**src/rtl/countdown_timer.sv**
```systemverilog
// Loadable down-counter: counts a programmed number of prescaled ticks to zero,
// pulses done on expiry and optionally reloads itself for periodic operation.
module countdown_timer #(
   parameter int WIDTH    = 4,
   parameter int PRESCALE = 1
) (
   input  logic             clk,
   input  logic             rstn,
   input  logic             load_valid,
   output logic             load_ready,
   input  logic [WIDTH-1:0] load_value,
   input  logic             auto_reload,
   input  logic             pause,
   input  logic             abort,
   output logic [WIDTH-1:0] count,
   output logic             busy,
   output logic             done
);

   localparam int            PW        = (PRESCALE > 1) ? $clog2(PRESCALE) : 1;
   localparam logic [PW-1:0] PRESC_MAX = PW'(PRESCALE - 1);

   typedef enum logic [1:0] {IDLE, RUN, PAUSED} state_t;

   state_t           state;
   state_t           state_nxt;
   logic [WIDTH-1:0] reload_reg;
   logic [PW-1:0]    presc_cnt;
   logic             active;
   logic             advance;
   logic             tick;
   logic             terminal;
   logic             accept;

   // A PAUSED cycle with pause released already counts, so a pause of N
   // cycles delays expiry by exactly N cycles.
   assign active   = (state != IDLE);
   assign advance  = active && !abort && !pause;
   assign tick     = advance && (presc_cnt == PRESC_MAX);
   assign terminal = tick && (count == WIDTH'(1));
   assign accept   = (state == IDLE) && load_valid;

   always_ff @(posedge clk) begin
      if (!rstn) state <= IDLE;
      else       state <= state_nxt;
   end

   always_comb begin
      state_nxt = state;
      case (state)
         IDLE: begin
            if (load_valid && (load_value != '0)) state_nxt = RUN;
         end
         RUN, PAUSED: begin
            if (abort)                          state_nxt = IDLE;
            else if (pause)                     state_nxt = PAUSED;
            else if (terminal && !auto_reload)  state_nxt = IDLE;
            else                                state_nxt = RUN;
         end
         default: state_nxt = IDLE;
      endcase
   end

   always_comb begin
      busy       = (state == RUN) || (state == PAUSED);
      load_ready = (state == IDLE);
   end

   always_ff @(posedge clk) begin
      if (!rstn) begin
         count      <= '0;
         reload_reg <= '0;
         presc_cnt  <= '0;
         done       <= 1'b0;
      end else begin
         done <= 1'b0;
         if (accept) begin
            if (load_value != '0) begin
               count      <= load_value;
               reload_reg <= load_value;
               presc_cnt  <= '0;
            end else begin
               done <= 1'b1;
            end
         end else if (active && abort) begin
            count     <= '0;
            presc_cnt <= '0;
         end else if (advance) begin
            if (tick) begin
               presc_cnt <= '0;
               if (terminal) begin
                  done  <= 1'b1;
                  count <= auto_reload ? reload_reg : '0;
               end else begin
                  count <= count - WIDTH'(1);
               end
            end else begin
               presc_cnt <= presc_cnt + PW'(1);
            end
         end
      end
   end

endmodule
```
**config.mk**
```make
export PLATFORM = sky130hd
export DESIGN_NAME = countdown_timer
export DESIGN_NICKNAME = d
export VERILOG_FILES = /design/src/rtl/countdown_timer.sv
export SDC_FILE = /design/constraint.sdc
export NUM_CORES = 1
export LEC_CHECK = 0
export CORE_MARGIN = 3
export CORE_UTILIZATION = 51
export CTS_CLUSTER_SIZE = 10
export DETAILED_ROUTE_END_ITERATION = 7
export PLACE_DENSITY = 0.88
export SYNTH_ARGS = -nofsm -noshare
export SYNTH_HDL_FRONTEND = slang
export SYNTH_SLANG_ARGS = --single-unit
```
**constraint.sdc**
```tcl
create_clock -name clk -period 3.35 [get_ports clk]
set_clock_uncertainty 0.15 [all_clocks]
set_input_delay 0.5025 -clock clk [delete_from_list [all_inputs] [get_ports clk]]
set_output_delay 0.5025 -clock clk [all_outputs]
set_load 0.02 [all_outputs]
```
# After elaboration in Yosys (flattened, before gate mapping)
# Cells that the tools add are included.
# word_totals
ff_bits,12
in_bits,10
# classes
n_reduce_logical,21
n_addsub,2
n_mux,23
eq_ne,5
bitwise,1
# op_table
operator,count
2-to-1 mux 4 bit,7
2-to-1 mux 1 bit,12
logical AND 1 bit,8
2-to-1 mux 2 bit,3
nonzero test 3 bit,2
"equality test 4 x 1 -> 1 bit, second input constant",1
"inequality test 2 x 1 -> 1 bit, second input constant",2
case mux 2 bit (2 select lines),1
AND reduction 2 bit,2
nonzero test 4 bit,1
"subtractor 4 x 1 -> 4 bit, second input constant",1
zero test 1 bit,3
AND reduction 3 bit,1
"equality test 2 x 1 -> 1 bit, second input constant",1
"equality test 2 bit, second input constant",1
zero test 2 bit,1
nonzero test 2 bit,1
OR reduction 2 bit,1
"adder 1 bit, second input constant",1
logical OR 1 bit,1
inverter 1 bit,1

# Depth between registers and ports, before layout
# Gate-level depths: netlist of the first run.
# depth
ltp_word,10
depth_mapped,8

# Worst setup path after synthesis of the first run
# Ideal clock, no wire load.
# synth_path
path_type,register to register
start,register state[0]
end,register count[2]
required_ps,3078
stages_incl_launch_ff,8
path_slack_ps,1175
period_less_slack_ps,2175
arrival_time_ps,1904
cell_sequence,dfxtp_1 -> inv_1 -> ha_1 -> buf_6 -> or4_4 -> o21ai_0 -> a211oi_1 -> o311a_1
# synth_between
word_cells_on_any_way,17
classes_between,eq/ne: 1; mux: 5; reduce/logical: 11
# synth_lines
item,line_no,text
from (decl),25,state_t state;
from (signal assigned),45,else state <= state_nxt;
zero test 2 bit (*),n/a,
named net load_ready,10,"output logic load_ready,"
logical AND 1 bit (*),41,assign accept = (state == IDLE) && load_valid;
inequality test 2 x 1 -> 1 bit (no line) or nonzero test 3 bit (tied branches),n/a,
AND reduction 3 bit (no line),n/a,
to (signal assigned),79,count <= load_value;
to (signal assigned),93,count <= auto_reload ? reload_reg : '0;
to (signal assigned),95,count <= count - WIDTH'(1);
to (decl),15,"output logic [WIDTH-1:0] count,"
# Mark *: on every way through the listed nets, which the timed path passes. The rest lies on a longest branch. The select of a mux whose other input is x is not followed.
# A chain may end at the register's enable or synchronous reset.

# Worst setup path after layout of the first run
# layout_path
start,register state[0]
end,output load_ready
# layout_between
elab_chain_len,1
# layout_rtl
item,line_no,text
zero test 2 bit,66,load_ready = (state == IDLE);
to (decl),10,
# Every way passes these cells.

==> results.md, run 1 <==
* Layout net count at between 100 and 150
* Die width at between 40 and 50 um
* Gp weighted congestion at between 0.8 and 0.9
* Clk_lat worst skew at about 0.27 ns
* Post-Syn Area at about 750 sq um
* Share of power burned in registers at roughly two fifths
* Seq/Total Area, Yosys at a little under a third
* Min Hold Slack at approximately 0.32 ns
* Slew Limit Fails at 0
* Most frequent cells in the layout: clkdlybuf4s50_1 (16), dfxtp_1 (12), nand2_1 (11)
* Highest Clock Rate at about 430 MHz
* Post-synth top flop: dfxtp_1
* DIE AREA at about 2000 sq um
* Fill cells at ~120
* Post-synth EDFFs at 0
* Share of cells above drive strength 1 at under 10%
* Worst slew margin relative to its limit at between 50 and 60%
* NetSw at 135 uW
* Global-route wire length before repair at around 3 mm
* Hold crit path type: reg2reg
* Final Hold Fails at 0
* Ys async rst share at 0%
* Synth cell types at 32
* RSZ-0062 raised after global routing: false
* Most common cell after layout, fill and taps aside: clkdlybuf4s50_1
* Row count at 13
* Critical Path RT at around 2.7 ns
* Mapped Cells at 94
* 1st-iter DRT viols at 52
* Layout overhead on the synthesized area at 26.6%
* Post-Route Setup TNS at 0 ns
* Root Buffer Master: clkbuf_4
* Clk buf depth at 2
* Die height at ~44 um
* Initial core utilization at between 50% and 60%
* Warnings, synthesis at 0
* Clk pwr share at about 28%
* Worst-Margin Slew at roughly 0.64 ns
* Core ar. at 1350 sq um
* # resized after CTS at 0
* H-tree Lvls at 1
* Crit Path Category: reg2out
* Total CTS buffers at 3
* Initial antenna violation count at 0
* GRT Util Overall at a little over a fifth
* VDD IR max at 0.272 mV
* Setup bufs post-CTS at 0
* Avg Vias per Cell at between 6 and 7
* Port Buffers at 16
* Post-synthesis register bit count at 12
* Comb power frac at about a third
* Int Pwr at approximately 280 uW
* Status: finished, final reports clean
* Routed Antenna Nets at 0
* R2R Setup Slk at approximately 1.1 ns
* Pwr/cell area at approximately 440 nW/um^2
* Crit path DAT at roughly 1.7 ns
* Max Cap Viol at 0
* Cell count after placement at roughly 120
* Clock sink count at 12
* Clock transition at path regs at 0.08 ns
* Critical Path End: load_ready
* Crit-path max FO at 10
* Final non-filler cell total at roughly 130
* Worst Setup SP: state[0]$_SDFFE_PN0P_
* Largest net degree at the start of global routing at 11
* Synth Net Count at roughly 110
* Final HPWL DP at 1.43 mm
* Fin crit share at 69.3%
* Cells on worst reg2reg path at 6
* Via count at 799
* Setup crit end kind: output port
* # diodes at 0
* Aggregate global routing overflow at 0
* CP startpoint kind: register
* R2R Path End: count[1]$_SDFFE_PN0P_
* Crit Reg-Reg Startpoint: state[0]$_SDFFE_PN0P_
* Post-route cell area at roughly 950 sq um
* Hold_buf cts at 0
* Top Ports at 17
* Final min period at 2.32 ns
* Placed Area at just over 900 sq um
* CTS tree: built
* Vias in the first global route at 726
* Avg WL per Cell at 14.3 um
* # DRC at 0
* Pleak at between 0.3 and 0.4 nW
* Syn avg cell area at approximately 8.0 sq um
* Routed Wire Length at between 1.5 and 2 mm
* Switching Share at about 32%
* DRT Pass-1 Iters at 4
* Setup violators final at 0
[worst max-delay path: stages, from the launching register on]
cell	delay, ns
dfxtp_1	0.32
inv_1	0.07
ha_1	0.33
clkdlybuf4s50_1	0.67
[cells by family (layout without fill, tap and decap cells)]
| kind of cell | Yosys count | in the layout | share of synthesized area [%] |
|---|---|---|---|
| multiplexers | 1 | 1 | 1.33 |
| adder cells (fa/ha/maj) | 4 | 4 | 6.64 |
| AO/OA/AOI/OAI | 33 | 33 | 28.1 |
| buffers and inverters | 10 | 29 | 6.98 |
| flip-flops | 12 | 12 | 31.9 |
| AND/OR/NAND/NOR | 34 | 34 | 25.1 |
[cell type report]
type	instances	area (sq um)	share of cell area [%]
clock buffers	4	36.3	3.81
inverters	8	30.0	3.15
multi-input cells	72	460	48.3
flip-flops and latches	12	240	25.2
well taps	15	18.8	1.97
repair buffers	17	168	17.6
[stage by stage]
step	total power, mW	util (%)	setup slack, ns
finish	0.417	70.6	1.03
global route	0.442	70.6	0.902
CTS	0.418	70.6	1.03
detailed placement	0.303	67.9	0.812
global placement	0.298	67.9	0.840
floorplan	0.256	-	1.17
[power groups by stage]
stage                     Clock, mW  Sequential [mW]  Combinational (mW)
after detailed placement          0            0.173               0.130
final                         0.116            0.170               0.131
after global routing          0.124            0.172               0.146
after floorplan                   0            0.178              0.0779
after CTS                     0.117            0.170               0.131
after global placement            0            0.172               0.127
[synthesized netlist by cell type, types with 2 or more instances]
library cell	number	area, sq um
dfxtp_1	12	240
o21ai_0	8	40.0
a22oi_1	3	22.5
nor2_1	4	15.0
buf_6	2	22.5
a21oi_1	9	45.0
nand2_1	11	41.3
inv_1	7	26.3
a311oi_1	2	17.5
ha_1	4	50.1
o31ai_1	2	15.0
nor4_1	4	25.0
nand3_1	3	15.0
or4_1	2	15.0
a31oi_1	2	12.5
a21o_1	2	15.0
a211oi_1	2	15.0
[routing by layer]
metal	wire, um	GRT usage (%)	part of all wire [%]	up-vias
met3	168	5.28	9.2	7
li1	-	-	-	391
met2	853	35.5	47	39
met5	0	0	0	-
met1	766	26.1	42	362
met4	36	7.23	2.0	0
[how the worst min path moves through the flow]
stage                                             to  cells after the start  slack [ns]                  startpoint
after floorplan           reload_reg[3]$_SDFFE_PN0P_                      2        0.28  reload_reg[3]$_SDFFE_PN0P_
after global placement    reload_reg[2]$_SDFFE_PN0P_                      2        0.30  reload_reg[2]$_SDFFE_PN0P_
after detailed placement  reload_reg[2]$_SDFFE_PN0P_                      2        0.31  reload_reg[2]$_SDFFE_PN0P_
after CTS                 reload_reg[2]$_SDFFE_PN0P_                      2        0.33  reload_reg[2]$_SDFFE_PN0P_
after global routing      reload_reg[2]$_SDFFE_PN0P_                      2        0.35  reload_reg[2]$_SDFFE_PN0P_
final                     reload_reg[3]$_SDFFE_PN0P_                      2        0.32  reload_reg[3]$_SDFFE_PN0P_
Note: power is estimated with default switching activity, not from simulation.
==> run 2, diff against run 1 <==
- CORE_UTILIZATION: 51 -> 43
- PLACE_DENSITY: 0.88 -> 0.8
- clock period: 3.35 -> 2 ns (I/O delays scaled with it)
==> run 2 against run 1 <==
Net effect:
- global-route usage decreased by 1.6 points
- setup slack got worse by 0.96 ns
- sequential cell count unchanged
- power rose by 75%
- clock power increased by 67%
- sequential share of layout area shrank 2.0 points
- hold slack improved by 0.0066 ns
- combinational power is 87% higher
- sequential power up 70%
- critical path depth increased by 3
- count of clock-buffer cells in the layout is the same
- core utilization shrank 4.0 points
==> results.md, run 2 (synthesis results as in run 1) <==
* Crit-path max FO at 10 (unchanged)
* Final HPWL DP at 1.48 mm (+3.7%)
* Switching Share at 32.8% (+0.53 points)
* Setup WS post-layout at 0.0699 ns (-0.958 ns)
* Pre-CTS WS at -0.194 ns (-1.01 ns)
* Highest Clock Rate at approximately 520 MHz
* Final core utilization at 66.6% (-4.0 points)
* Global-route wire length before repair at 3.17 mm (+4.1%)
* H-tree Lvls at 1 (unchanged)
* Setup crit end kind: register
* Die width at 47.9 um (+7.7%)
* Avg WL per Cell at 14.8 um (+3.9%)
* Int Pwr at 489 uW (+73%)
* Final min period at around 1.9 ns
* Gp weighted congestion at 0.876 (+0.26%)
* Status: finished, final reports clean
* Initial core utilization at 47.8% (-8.0 points)
* Family with the most delay on the worst path: simple AND/OR/NAND/NOR gates
* GRT Util Overall at 19.5% (-1.6 points)
* Vias in the first global route at 721 (-0.69%)
* VDD IR max at 0.511 mV (+88%)
* Slew Limit Fails at 0 (unchanged)
* CTS tree: built
* 1st-iter DRT viols at 38 (-27%)
* Top Ports at 17 (unchanged)
* CP startpoint kind: register
* Layout overhead on the synthesized area at 39.4%
* RSZ-0062 raised after global routing: true
* DRT Pass-1 Iters at 5 (+1)
* CP cell instances: inv_1 -> ha_4 -> or4_4 -> nor4_2 -> o21ai_1 -> a311oi_1
* Core ar. at 1580 sq um (+17%)
* Share of power burned in registers at 39.7% (-1.0 points)
* Comb power frac at 33.6% (+2.1 points)
* Hold Path Stages at 2 (unchanged)
* Root Buffer Master: clkbuf_4
* Critical Path RT at 2.03 ns (-0.67 ns)
* Pwr/cell area at 694 nW/um^2 (+59%)
* Clk_lat worst skew at 0.28 ns (about the same)
* Clock sink count at 12 (unchanged)
* Max incr delay on CP at 0.47 ns (-0.20 ns)
* Die height at 47.9 um (+7.7%)
* Port Buffers at 16 (unchanged)
* Share of cells above drive strength 1 at 20.8% (+13 points)
* Stages on worst setup path at 6 (+3)
* Min Hold Slack at 0.331 ns (+0.00660 ns)
* Largest net degree at the start of global routing at 11 (unchanged)
* # DRC at 0 (unchanged)
* Routed Wire Length at 2.01 mm (+10%)
* Most common cell after layout, fill and taps aside: clkdlybuf4s50_1
* Fin crit share at between 90% and 100%
* Total CTS buffers at 3 (unchanged)
* Layout net count at 135 (+5.5%)
* Worst path slowest cell: or4_4
* Worst-Margin Slew at 0.366 ns (-0.271 ns)
* Crit Path Category: reg2reg
* Fill cells at 131 (+13%)
* Row count at 14 (+1)
* Routed Antenna Nets at 0 (unchanged)
* Clk pwr share at 26.7% (-1.1 points)
* # diodes at 0 (unchanged)
* Hold_buf cts at 0 (unchanged)
* Worst slew margin relative to its limit at 75.3% (+18 points)
* Most frequent cells in the layout: clkdlybuf4s50_1 (14), nand2_1 (11), a21oi_1 (9), dfxtp_1 (9), buf_4 (8)
* Critical path buffers and inverters at 1 (-1)
* Pleak at 0.408 nW (+12%)
* Avg Vias per Cell at 6.27 (+0.48%)
* NetSw at 239 uW (+77%)
* Aggregate global routing overflow at 0 (unchanged)
* Clk buf depth at 2 (unchanged)
* Setup violators final at 0 (unchanged)
* Hold crit path type: reg2reg
* Final Hold Fails at 0 (unchanged)
* Max Cap Viol at 0 (unchanged)
* Clock transition at path regs at 0.07 ns (about the same)
* Crit path DAT at 1.96 ns (+0.29 ns)
* DIE AREA at 2290 sq um (+16%)
* Via count at 853 (+6.8%)
* Cells on worst reg2reg path at 6 (unchanged)
* Initial antenna violation count at 0 (unchanged)
[run 2: cell count changes in the layout (fill, tap and decap cells not counted), sizes merged]
cell | before | now
dlygate4sd2 | 0 | 1
dlymetal6s2s | 0 | 1
buf | 1 | 8
clkdlybuf4s50 | 16 | 14
[run 2: final cells by class]
class	count	area, sq um	area share, %
Clock buffer	4	36.3	3.46
Multi-Input combinational cell	72	498	47.4
Tap cell	16	20.0	1.91
Inverter	8	30.0	2.86
Sequential cell	12	244	23.2
Timing Repair Buffer	24	221	21.1
[run 2: per-layer routing]
metal | wire length [um] | track usage [%] | part of all wire, %
met1 | 899 | 27.9 | 45
met2 | 952 | 28.8 | 47
met3 | 134 | 5.64 | 6.7
met4 | 27 | 4.30 | 1.3
met5 | 0 | 0 | 0
[run 2: final timing paths]
check                                 to  slack [ns]                    from
hold / removal    presc_cnt$_SDFFE_PN0P_        0.33  presc_cnt$_SDFFE_PN0P_
setup reg to reg   count[1]$_SDFFE_PN0P_        0.07   state[0]$_SDFFE_PN0P_
setup / recovery   count[1]$_SDFFE_PN0P_        0.07   state[0]$_SDFFE_PN0P_
hold reg to reg   presc_cnt$_SDFFE_PN0P_        0.33  presc_cnt$_SDFFE_PN0P_
[run 2: repair_timing]
item	4_1_cts	5_1_grt
buffers inserted	0	0
resized for setup	1	8
setup endpoints to repair	1	4
pin swaps	0	2
gates cloned	0	0
[run 2: tightest hold or removal path: cells and delay by family, from the launching register on]
kind	cells	cell delay [ns]
flops	1	0.34
simple gates	1	0.06
compound gates	1	0.04
[run 2: power by group through the flow]
stage               logic (mW)  registers [mW]  clock network, mW
detailed placement       0.238           0.290                  0
global placement         0.234           0.290                  0
global route             0.272           0.292              0.211
finish                   0.245           0.289              0.194
CTS                      0.237           0.285              0.199
floorplan                0.139           0.299                  0
[run 2: per-stage QoR]
stage	TNS, ns	power [mW]	instance area [sq um]	instances
after CTS	0	0.721	1030	136
final	0	0.728	1050	136
after detailed placement	-0.608	0.528	991	132
after global placement	-0.457	0.524	991	132
after floorplan	0	0.438	773	94
after global routing	-0.0596	0.775	1050	136
==> run 3, diff against run 2 <==
- GPL_TIMING_DRIVEN: not set -> 1
==> results of run 3 <==
Same layout as run 2: the final DEF is identical, and so are final timing and power.
